`config.mk`:
```
export PLATFORM = sky130hd
export DESIGN_NAME = year_entry_flat
export DESIGN_NICKNAME = d
export VERILOG_FILES = /design/src/rtl/year_entry_if.sv /design/src/rtl/year_entry.sv /design/src/flat_wrapper.sv
export SDC_FILE = /design/constraint.sdc
export NUM_CORES = 1
export LEC_CHECK = 0
export CAP_MARGIN = 0
export CORE_ASPECT_RATIO = 2
export CORE_MARGIN = 1
export CORE_UTILIZATION = 45
export DETAILED_ROUTE_END_ITERATION = 16
export HOLD_SLACK_MARGIN = 0.08
export PLACE_DENSITY = 0.69
export SLEW_MARGIN = 10
export SYNTH_ARGS = -nofsm -noshare
export SYNTH_HDL_FRONTEND = slang
export SYNTH_SLANG_ARGS = --single-unit
```
`constraint.sdc`:
```
create_clock -name clk -period 11.55 [get_ports clk]
set_input_delay 2.31 -clock clk [delete_from_list [all_inputs] [get_ports clk]]
set_output_delay 2.31 -clock clk [all_outputs]
set_load 0.02 [all_outputs]
```
`src/rtl/year_entry_if.sv`:
```
// Digit-entry / checker handshake bundle for year_entry.
// The slave side is the entry block; the master side drives digits and verdicts.
interface year_entry_if #(
    parameter int K = 13
);
    logic [3:0]          digit_in;
    logic                digit_valid;
    logic                enter;
    logic                clear;
    logic                chk_valid;
    logic                chk_fail;
    logic                chk_ok;
    logic signed [K-1:0] year_out;
    logic                year_valid;
    logic [2:0]          digit_count;
    logic [2:0]          status;

    modport master (
        output digit_in, digit_valid, enter, clear, chk_valid, chk_fail, chk_ok,
        input  year_out, year_valid, digit_count, status
    );

    modport slave (
        input  digit_in, digit_valid, enter, clear, chk_valid, chk_fail, chk_ok,
        output year_out, year_valid, digit_count, status
    );
endinterface

```
`src/rtl/year_entry.sv`:
```
// BCD digit entry that builds a signed year, hands it to the checker and
// latches the checker's verdict as a 3-bit status code.
//
// state     | meaning
// S_IDLE    | no entry in progress, year cleared
// S_COLLECT | accumulating digits
// S_SEND    | year presented, waiting for chk_valid
// S_DONE    | verdict latched, year held
// S_ERR     | bad digit or overflow, waits for clear
module year_entry #(
    parameter int k      = 13,
    parameter int digits = 4
) (
    input  logic         clk,
    input  logic         reset,
    year_entry_if.slave  bus
);
    typedef enum logic [2:0] {
        S_IDLE,
        S_COLLECT,
        S_SEND,
        S_DONE,
        S_ERR
    } state_t;

    localparam logic [k+3:0] YEAR_MAX  = {5'b0, {(k-1){1'b1}}};
    localparam logic [2:0]   DIGITS_C  = 3'(digits);

    state_t         state, state_nx;
    logic [k-1:0]   year_q, year_nx;
    logic [2:0]     count_q, count_nx;
    logic [2:0]     verdict_q, verdict_nx;

    logic [k-1:0]   acc_base;
    logic [k+3:0]   acc_wide;
    logic [k+3:0]   acc_next;
    logic [2:0]     count_base;

    always_ff @(posedge clk or negedge reset) begin
        if (!reset) begin
            state     <= S_IDLE;
            year_q    <= '0;
            count_q   <= '0;
            verdict_q <= '0;
        end else begin
            state     <= state_nx;
            year_q    <= year_nx;
            count_q   <= count_nx;
            verdict_q <= verdict_nx;
        end
    end

    // A digit arriving in IDLE or DONE starts a fresh entry from zero.
    always_comb begin
        acc_base   = (state == S_COLLECT) ? year_q : '0;
        count_base = (state == S_COLLECT) ? count_q : 3'd0;
        acc_wide   = {4'b0, acc_base};
        acc_next   = (acc_wide << 3) + (acc_wide << 1) + {{k{1'b0}}, bus.digit_in};
    end

    always_comb begin
        state_nx   = state;
        year_nx    = year_q;
        count_nx   = count_q;
        verdict_nx = verdict_q;

        if (bus.clear) begin
            state_nx = S_IDLE;
            year_nx  = '0;
            count_nx = '0;
        end else begin
            case (state)
                S_IDLE, S_COLLECT, S_DONE: begin
                    if (bus.digit_valid) begin
                        if (bus.digit_in > 4'd9 || acc_next > YEAR_MAX) begin
                            state_nx = S_ERR;
                        end else begin
                            year_nx  = acc_next[k-1:0];
                            count_nx = count_base + 3'd1;
                            if (count_nx == DIGITS_C || (bus.enter && state == S_COLLECT))
                                state_nx = S_SEND;
                            else
                                state_nx = S_COLLECT;
                        end
                    end else if (bus.enter && state == S_COLLECT && count_q != 3'd0) begin
                        state_nx = S_SEND;
                    end
                end
                S_SEND: begin
                    if (bus.chk_valid) begin
                        state_nx = S_DONE;
                        if (bus.chk_fail)
                            verdict_nx = 3'b100;
                        else if (bus.chk_ok)
                            verdict_nx = 3'b011;
                        else
                            verdict_nx = 3'b110;
                    end
                end
                default: ;
            endcase
        end
    end

    always_comb begin
        case (state)
            S_IDLE:    bus.status = 3'b000;
            S_COLLECT: bus.status = 3'b001;
            S_SEND:    bus.status = 3'b010;
            S_DONE:    bus.status = verdict_q;
            S_ERR:     bus.status = 3'b101;
            default:   bus.status = 3'b000;
        endcase
    end

    assign bus.year_out    = year_q;
    assign bus.digit_count = count_q;
    assign bus.year_valid  = (state == S_SEND);
endmodule

```
`src/flat_wrapper.sv`:
```
// flat-port wrapper written by rule: the top's interface ports become plain ports
module year_entry_flat 
#(
    parameter int k      = 13,
    parameter int digits = 4
)
  (clk, reset, bus_digit_in, bus_digit_valid, bus_enter, bus_clear, bus_chk_valid, bus_chk_fail, bus_chk_ok, bus_year_out, bus_year_valid, bus_digit_count, bus_status);
  year_entry_if #(.K(13)) bus_i ();
  input  logic clk;
  input  logic reset;
  input wire logic [$bits(bus_i.digit_in)-1:0] bus_digit_in;
  input wire logic [$bits(bus_i.digit_valid)-1:0] bus_digit_valid;
  input wire logic [$bits(bus_i.enter)-1:0] bus_enter;
  input wire logic [$bits(bus_i.clear)-1:0] bus_clear;
  input wire logic [$bits(bus_i.chk_valid)-1:0] bus_chk_valid;
  input wire logic [$bits(bus_i.chk_fail)-1:0] bus_chk_fail;
  input wire logic [$bits(bus_i.chk_ok)-1:0] bus_chk_ok;
  output wire logic [$bits(bus_i.year_out)-1:0] bus_year_out;
  output wire logic [$bits(bus_i.year_valid)-1:0] bus_year_valid;
  output wire logic [$bits(bus_i.digit_count)-1:0] bus_digit_count;
  output wire logic [$bits(bus_i.status)-1:0] bus_status;
  assign bus_i.digit_in = bus_digit_in;
  assign bus_i.digit_valid = bus_digit_valid;
  assign bus_i.enter = bus_enter;
  assign bus_i.clear = bus_clear;
  assign bus_i.chk_valid = bus_chk_valid;
  assign bus_i.chk_fail = bus_chk_fail;
  assign bus_i.chk_ok = bus_chk_ok;
  assign bus_year_out = bus_i.year_out;
  assign bus_year_valid = bus_i.year_valid;
  assign bus_digit_count = bus_i.digit_count;
  assign bus_status = bus_i.status;
  year_entry #(.k(k), .digits(digits)) u_core (.clk(clk), .reset(reset), .bus(bus_i));
endmodule
```
Yosys cells after proc, flatten, opt, wreduce, memory -nomap -nowiden
Cells that the tools add are included.
- flip-flop bits (word level): 22
- bits in latches: 0
- bits in writable memories: 0
- ROM bits: 0
- input port bits: 12
- output and inout port bits: 20
- logic and storage cells: 51
- memories: 0
- $add $sub $neg: 3
- multiply operators: 0
- divide/modulo/power cells: 0
- magnitude comparators: 2
- eq/ne operators: 8
- shift-type cells: 0
- mux-type cells: 20
- bitwise logic cells: 1
- reductions and logical operators: 13
- operator list (operator ; count):
    2-to-1 mux 13 bit ; 5
    2-to-1 mux 3 bit ; 12
    adder 16 x 14 -> 17 bit ; 1
    adder 17 x 4 -> 17 bit ; 1
    greater-than comparator 17 x 12 -> 1 bit (second input constant) ; 1
    one-hot mux 3 bit (4 select lines) ; 1
    AND reduction 3 bit ; 3
    == test 3 x 2 -> 1 bit (second input constant) ; 2
    == test 3 bit (second input constant) ; 2
    one-hot mux 3 bit (2 select lines) ; 1
    nonzero test 3 bit ; 2
    greater-than comparator 4 bit (second input constant) ; 1
    inequality test 4 x 3 -> 1 bit (second input constant) ; 1
    nonzero test 2 bit ; 2
    adder 3 x 1 -> 3 bit (second input constant) ; 1
    == test 3 x 1 -> 1 bit (second input constant) ; 1
    logical NOT 3 bit ; 1
    inequality test 3 bit (second input constant) ; 1
    OR reduction 3 bit ; 1
    logical AND 1 bit ; 2
    logical OR 1 bit ; 2
    2-to-1 mux 2 bit ; 1
    inequality test 2 bit (second input constant) ; 1
    inverter 1 bit ; 1

Depth between registers and ports, before layout
Gate-level depths: netlist of the first run.
- depth after elaboration: 10
- depth in mapped cells: 16
- gate-level depth less buffers: 13

Worst setup path before layout of the first run
No wires, ideal clock.
- kind: input to register
- from: in bus_digit_in[2]
- to: reg u_core.count_q[0] (netlist: u_core.bus.digit_count[0])
- library setup time: 0.125 ns
- arrival time: 4.952 ns
- slack: 6.474 ns
- cell stages on the path: 11
- path buffers: 1
- path through: ha_1 ha_1 fa_1 a21o_1 a221oi_2 o21ai_0 mux2i_1 a211oi_2 and3_1 buf_6 mux2_2
- word-level cells in the longest chain between the ends: 5
- RTL lines (what ; RTL line ; source):
    start: declaration ; flat_wrapper.sv:11 ; input wire logic [$bits(bus_i.digit_in)-1:0] bus_digit_in;
    adder 17 x 4 -> 17 bit ; year_entry.sv:58 ; acc_next = (acc_wide << 3) + (acc_wide << 1) + {{k{1'b0}}, bus.digit_in};
    greater-than comparator 17 x 12 -> 1 bit ; year_entry.sv:75 ; if (bus.digit_in > 4'd9 || acc_next > YEAR_MAX) begin
    logical OR 1 bit (*) ; year_entry.sv:75 ;
    inequality test 2 bit (no line) (*) ; -- ;
    AND reduction 3 bit (no line) (*) ; -- ;
    end signal: assignment ; year_entry.sv:48 ; count_q <= count_nx;
    end: declaration ; year_entry.sv:31 ; logic [2:0] count_q, count_nx;
Every way passes the cells marked *; elsewhere a longest branch is shown, timed or not.
A chain may end at the register's enable or synchronous reset.

Worst setup path in the final report of the first run
- from: in bus_digit_in[3]
- to: reg u_core.year_q[5] (netlist: u_core.bus.year_out[5])
- word-level cells in the longest chain between the ends: 5
- RTL lines (what ; RTL line ; source):
    adder 17 x 4 -> 17 bit ; year_entry.sv:58 ;
    greater-than comparator 17 x 12 -> 1 bit / 2-to-1 mux 13 bit (equally long branches) ; year_entry.sv:75 ;
    logical OR 1 bit / 2-to-1 mux 13 bit (equally long branches) ; year_entry.sv:75, year_entry.sv:74 ;
    inequality test 2 bit (no line) / 2-to-1 mux 13 bit (equally long branches) ; -- ;
    AND reduction 3 bit (no line) / 2-to-1 mux 13 bit (equally long branches) ; -- ;
    end signal: assignment ; year_entry.sv:47 ; year_q <= year_nx;
    end: declaration ; year_entry.sv:30 ; logic [k-1:0] year_q, year_nx;
Parallel ways exist; a longest one is shown, timed or not. The select of a mux whose other input is x is not followed.

==> results of run 1 <==
-- flip-flops by register name (all words and copies together) (netlist names) --
signal and count:
u_core.verdict_q 3, u_core.bus.year_out 13, u_core.state 3, u_core.bus.digit_count 3
-- final cells by class --
class                   count  area, um2
well taps                  54      67.56
clock buffers               4      55.05
inverters                   6      22.52
multi-input cells         203       1454
repair buffers             32      317.8
flip-flops and latches     22      550.5
fillers                   404       1914
-- power breakdown --
part	internal, uW	switching (uW)	total [uW]
clock	30.4	23.7	54.0
sequential	84.6	5.85	90.5
combinational	22.0	25.9	47.8
total	137	55.4	192
-- synth_stat cells (4+ instances only) --
cell / instances / area [um2]
nor2_1: 14 / 52.55
dfrtp_1: 22 / 550.5
and3_1: 5 / 31.28
nand2_1: 37 / 138.9
clkbuf_1: 4 / 15.01
inv_1: 6 / 22.52
nand2b_1: 4 / 25.02
o21ai_0: 8 / 40.04
nand3_1: 5 / 25.02
nor2b_1: 5 / 31.28
o21a_1: 5 / 37.54
a21oi_1: 15 / 75.07
mux2i_1: 12 / 120.1
ha_1: 27 / 337.8
and2_1: 15 / 93.84
xnor2_1: 7 / 61.31
a21o_1: 6 / 45.04
-- layer usage --
layer	global-route usage [%]	share of wire, %	vias to the layer above
li1	-	-	912
met1	24.00	41	870
met2	40.82	54	29
met3	1.090	1.6	10
met4	8.132	2.9	0
met5	0	0	-
-- kinds of logic (layout without fill, tap and decap cells) --
group	after synthesis	after routing	share of synthesized area (%)
compound gates	54	54	18.21
xor+xnor	9	9	3.775
fa+ha+maj	28	28	17.14
buf+inv	15	42	4.014
flops	22	22	26.36
mux	15	15	7.370
simple gates	97	97	23.13
-- worst paths after layout --
check / startpoint / end / slack, ps / cells past startpoint
max in group asynchronous: reset / u_core.bus.year_out[11] / 8390 / 1
worst max register to register: u_core.state[0] / u_core.bus.year_out[5] / 6900 / 13
worst max-delay path: bus_digit_in[3] / u_core.bus.year_out[5] / 5420 / 11
worst min-delay path: u_core.verdict_q[2] / u_core.verdict_q[2] / 510 / 1
min in group asynchronous: reset / u_core.bus.year_out[9] / 2580 / 1
worst min register to register: u_core.verdict_q[2] / u_core.verdict_q[2] / 510 / 1
-- worst max-delay path, delay by kind of cell --
kind / cells / cell delay [ps]
adders and majority gates: 2 / 770
buffers and inverters: 1 / 530
xor gates and xnor gates: 1 / 140
muxes: 2 / 580
AOI/OAI and AO/OA: 4 / 1170
and+or+nand+nor: 1 / 770
-- stage by stage --
step                instances  area [um2]  util [%]  hold WS, ps  setup WS, ps
floorplan                 240        2088         -        464.3          6474
global placement          317        2412     55.05        476.8          5291
detailed placement        317        2412     55.05        504.5          5175
CTS                       321        2467     56.31        522.2          5434
global route              321        2467     56.31        556.5          5147
finish                    321        2467     56.31        512.4          5418
-- cell usage in the layout (no fill, tap or decap), types with 2 or more instances in the layout --
cell,count
nand2_1,37
nor3_1,2
inv_1,6
clkbuf_8,4
o21a_1,5
a31oi_1,2
clkdlybuf4s50_1,31
nor2_1,14
nand3_1,5
ha_1,27
and3_1,5
nand2b_1,4
mux2i_1,12
o21ai_0,8
nor2b_1,5
a211oi_1,3
xnor2_1,7
xor2_1,2
o211ai_1,2
nand3b_1,2
mux2_2,3
a21o_1,6
dfrtp_1,22
and2_1,15
a21oi_1,15
nand4_1,3
==> flow_metrics.env, run 1 <==
export IMPL_ys_seq_area_share_pct=26.36
export IMPL_syn_nets=280
export IMPL_cts_sinks=22
export IMPL_syn_avg_cell_area_um2=8.701
export IMPL_ant_nets=0
export IMPL_grtUsageTotal_pct=21.58
export IMPL_setup_violations=0
export IMPL_relSlewSlack_pct=35.79
export IMPL_ios=32
export IMPL_period_minus_slack_ps=6132
export IMPL_cts_buffers=3
export IMPL_drc=0
export IMPL_postCtsSetupBuffers=0
export IMPL_synth_warnings=0
export IMPL_vias_per_cell=5.673
export IMPL_crit_path_start_kind="primary input"
export IMPL_grt_pass1_wl_um=8362
export IMPL_portBuffers=31
export IMPL_hpwl_um=3852
export IMPL_die_area_um2=4934
export IMPL_area_delta_synth_final_pct=18.15
export IMPL_finalHoldViolCount=0
export IMPL_fmax_mhz=163.1
export IMPL_p_leak_uw=0.001168
export IMPL_route_vias_total=1821
export IMPL_ys_ff_latch=22
export IMPL_critPathArrivalTime_ps=6280
export IMPL_rsz0062_at_grt="no"
export IMPL_cts_tree="done"
export IMPL_synthDistinctLibCells=47
export IMPL_crit_path_end_kind="register"
export IMPL_async_flop_share_pct=100.0
export IMPL_synthCells=240
export IMPL_ctsRootBufferMaster="clkbuf_8"
export IMPL_cts_resized=0
export IMPL_maxCapViolCount=0
export IMPL_die_h_um=98.34
export IMPL_overflow=0
export IMPL_place_congestion=0.8402
export IMPL_power_density_nw_per_um2=77.94
export IMPL_dieWidth_um=50.17
export IMPL_num_rows=34
export IMPL_syn_area_um2=2088
export IMPL_worst_skew_pair_late_latency_ps=260
export IMPL_status="completed"
export IMPL_path_class="primary input to register"
export IMPL_ir_drop_v=0.0001118
export IMPL_post_route_period_util_pct=53.09
export IMPL_start_util_pct=47.66
export IMPL_final_max_slew_viol_count=0
export IMPL_clockBufferDepth=2
export IMPL_cpPeakStageDelay_ps=770
export IMPL_cts_clk_slew_worst_paths_ps=80
export IMPL_clock_skew_ps=2.250
export IMPL_finalPower_uw=192.3
export IMPL_crit_chain="clkdlybuf4s50_1 -> xnor2_1 -> ha_1 -> fa_1 -> a21o_1 -> a221oi_2 -> o21ai_0 -> mux2i_1 -> a211oi_2 -> and3_1 -> mux2_2"
export IMPL_num_nets_final=308
export IMPL_diodes=0
export IMPL_grt_pass1_vias=1870
export IMPL_wirelength_um=4874
export IMPL_path_max_fanout=16
export IMPL_grt_antenna_before_repair=0
export IMPL_wl_per_cell_um=15.18
export IMPL_final_layout_size_suffix_gt1_share_pct=5.618
export IMPL_synth_edf_count=0
export IMPL_cts_max_level=1
export IMPL_hold_buffers=0
export IMPL_critPathSlowestCell="and3_1"
export IMPL_required_ps=11700
export IMPL_hold_class="register to register"
export IMPL_first_pass_iters=4
export IMPL_core_area_um2=4382
export IMPL_tightestPinTransition_ps=960.2
export IMPL_synthFlopType="dfrtp_1"
export IMPL_grt_max_degree=25
export IMPL_drt_iter0_drc=47
export IMPL_fin_setup_tns_ps=0
Power figures use the tool's default switching activity.
==> run 2: changes to the inputs <==
--- a/config.mk
+++ b/config.mk
@@ -11,7 +11,7 @@
 export CORE_UTILIZATION = 45
 export DETAILED_ROUTE_END_ITERATION = 16
 export HOLD_SLACK_MARGIN = 0.08
-export PLACE_DENSITY = 0.69
+export PLACE_DENSITY = 0.71
 export SLEW_MARGIN = 10
 export SYNTH_ARGS = -nofsm -noshare
 export SYNTH_HDL_FRONTEND = slang
==> constraint.sdc (replaced) <==
create_clock -name clk -period 5.4 [get_ports clk]
set_input_delay 1.08 -clock clk [delete_from_list [all_inputs] [get_ports clk]]
set_output_delay 1.08 -clock clk [all_outputs]
set_load 0.02 [all_outputs]
==> run 2 against run 1 <==
Core utilization increased by 0.34 points. Global-route usage grew 0.24 points. Register-to-register slack got worse by 5900 ps. Critical endpoint is now u_core.bus.year_out[6]. Sequential share of layout area down 0.13 points.
==> flow_metrics.env, run 2 (same netlist as run 1, synthesis figures left out) <==
export IMPL_status="completed"
export IMPL_overflow=0
export IMPL_area_delta_synth_final_pct=18.87
export IMPL_start_util_pct=47.66
export IMPL_ctsRootBufferMaster="clkbuf_8"
export IMPL_diodes=0
export IMPL_die_area_um2=4934
export IMPL_drt_iter0_drc=47
export IMPL_crit_path_start_kind="primary input"
export IMPL_reg2reg_depth=14
export IMPL_drc=0
export IMPL_cts_max_level=1
export IMPL_post_route_period_util_pct=83.55
export IMPL_path_max_fanout=10
export IMPL_pwr_share_comb_pct=24.9
export IMPL_cts_tree="done"
export IMPL_portBuffers=31
export IMPL_num_nets_final=310
export IMPL_grtUsageTotal_pct=21.82
export IMPL_postCtsSetupBuffers=0
export IMPL_hold_ws_ps=503.1
export IMPL_tightestPinTransition_ps=997.2
export IMPL_ios=32
export IMPL_crit_start="bus_digit_in[3]"
export IMPL_die_h_um=98.34
export IMPL_rsz0062_at_grt="no"
export IMPL_dieWidth_um=50.17
export IMPL_final_layout_size_suffix_gt1_share_pct=6.320
export IMPL_final_seq_area_um2=550.5
export IMPL_seq_power_share_pct=46.8
export IMPL_required_ps=5580
export IMPL_multi_input_area_um2=1454
export IMPL_grt_pass1_wl_um=8445
export IMPL_place_congestion=0.8782
export IMPL_final_max_slew_viol_count=0
export IMPL_hpwl_um=3965
export IMPL_grt_pass1_vias=1928
export IMPL_finalHoldViolCount=0
export IMPL_wl_per_cell_um=15.41
export IMPL_p_clk_share_pct=28.4
export IMPL_holdCritStartpoint="u_core.verdict_q[2]"
export IMPL_final_cell_mix="nand2_1, clkdlybuf4s50_1, ha_1"
export IMPL_crit_path_end_kind="register"
export IMPL_path_class="primary input to register"
export IMPL_maxCapViolCount=0
export IMPL_clock_skew_ps=2.826
export IMPL_final_common_cell="nand2_1"
export IMPL_largest_reg_flops=13
export IMPL_power_density_nw_per_um2=166.7
export IMPL_fillers=415
export IMPL_cts_resized=0
export IMPL_core_area_um2=4382
export IMPL_grt_max_degree=25
export IMPL_period_minus_slack_ps=4512
export IMPL_vias_per_cell=5.755
export IMPL_ir_drop_v=0.0001832
export IMPL_worst_skew_pair_late_latency_ps=260
export IMPL_cts_sinks=22
export IMPL_hold_class="register to register"
export IMPL_final_core_util_pct=56.65
export IMPL_relSlewSlack_pct=33.31
export IMPL_num_rows=34
export IMPL_ant_nets=0
export IMPL_p_leak_uw=0.001177
export IMPL_grt_antenna_before_repair=0
export IMPL_wirelength_um=4978
export IMPL_switching_share_pct=29.08
export IMPL_clockBufferDepth=2
export IMPL_reg2reg_setup_slack_ps=980
export IMPL_crit_end="u_core.bus.year_out[6]"
export IMPL_critPathArrivalTime_ps=4690
export IMPL_fmax_mhz=221.6
export IMPL_cts_clk_slew_worst_paths_ps=80
export IMPL_cts_buffers=3
export IMPL_r2r_end="u_core.bus.year_out[6]"
export IMPL_timing_rr_start="u_core.state[1]"
export IMPL_p_int_uw=293.5
export IMPL_setup_violations=0
export IMPL_route_vias_total=1859
export IMPL_p_switching_uw=120.3
export IMPL_fin_setup_tns_ps=0
export IMPL_first_pass_iters=4
export IMPL_hold_buffers=0
[run 2: changes by cell type in the layout (fill, tap and decap cells not counted)]
| cell | previous run | this run |
|---|---|---|
| buf_4 | 1 | 3 |
[run 2: worst min-delay path by stage]
stage	cells after the start	end	slack (ps)
4_1_cts	1	u_core.verdict_q[2]	510
3_3_place_gp	1	u_core.verdict_q[2]	480
2_1_floorplan	1	u_core.verdict_q[2]	460
3_5_place_dp	1	u_core.verdict_q[2]	490
5_1_grt	1	u_core.verdict_q[2]	540
6_report	1	u_core.verdict_q[2]	500
[run 2: metal layers]
layer,up-vias,track usage (%),share of wire (%)
met2,36,42.05,56
met4,0,9.670,3.1
li1,914,-,-
met5,-,0,0
met3,10,0.9346,1.6
met1,899,22.97,39
[run 2: cell type report]
class | instances | share of cell area (%)
Clock buffer | 4 | 2.218
Inverter | 6 | 0.9073
Multi-Input combinational cell | 203 | 58.57
Sequential cell | 22 | 22.18
Tap cell | 54 | 2.722
Timing Repair Buffer | 34 | 13.41
[run 2: worst max-delay path, cell delays in order]
cell and delay (ps):
clkdlybuf4s50_1 520, xnor2_1 130, ha_1 290, fa_1 480, a21o_1 220, a221oi_2 210
buf_4 170, o21ai_0 110, mux2i_1 140, a211oi_2 330, and3_1 540, buf_4 270
mux2i_1 210
[run 2: power by group through the flow]
stage	Clock [uW]	Combinational (uW)	Sequential, uW
final	117	103	194
after global routing	124	114	196
after CTS	120	104	193
after detailed placement	0	104	196
after global placement	0	102	196
after floorplan	0	64.2	197
[run 2: per-stage QoR]
stage / worst slack (ps) / cells / instance area, um2 / total power [uW]
global route: 649.8 / 323 / 2482 / 434.1
floorplan: 1554 / 240 / 2088 / 261.0
global placement: 708.1 / 319 / 2427 / 298.7
finish: 888.1 / 323 / 2482 / 413.8
CTS: 906.8 / 323 / 2482 / 417.4
detailed placement: 659.4 / 319 / 2427 / 300.2
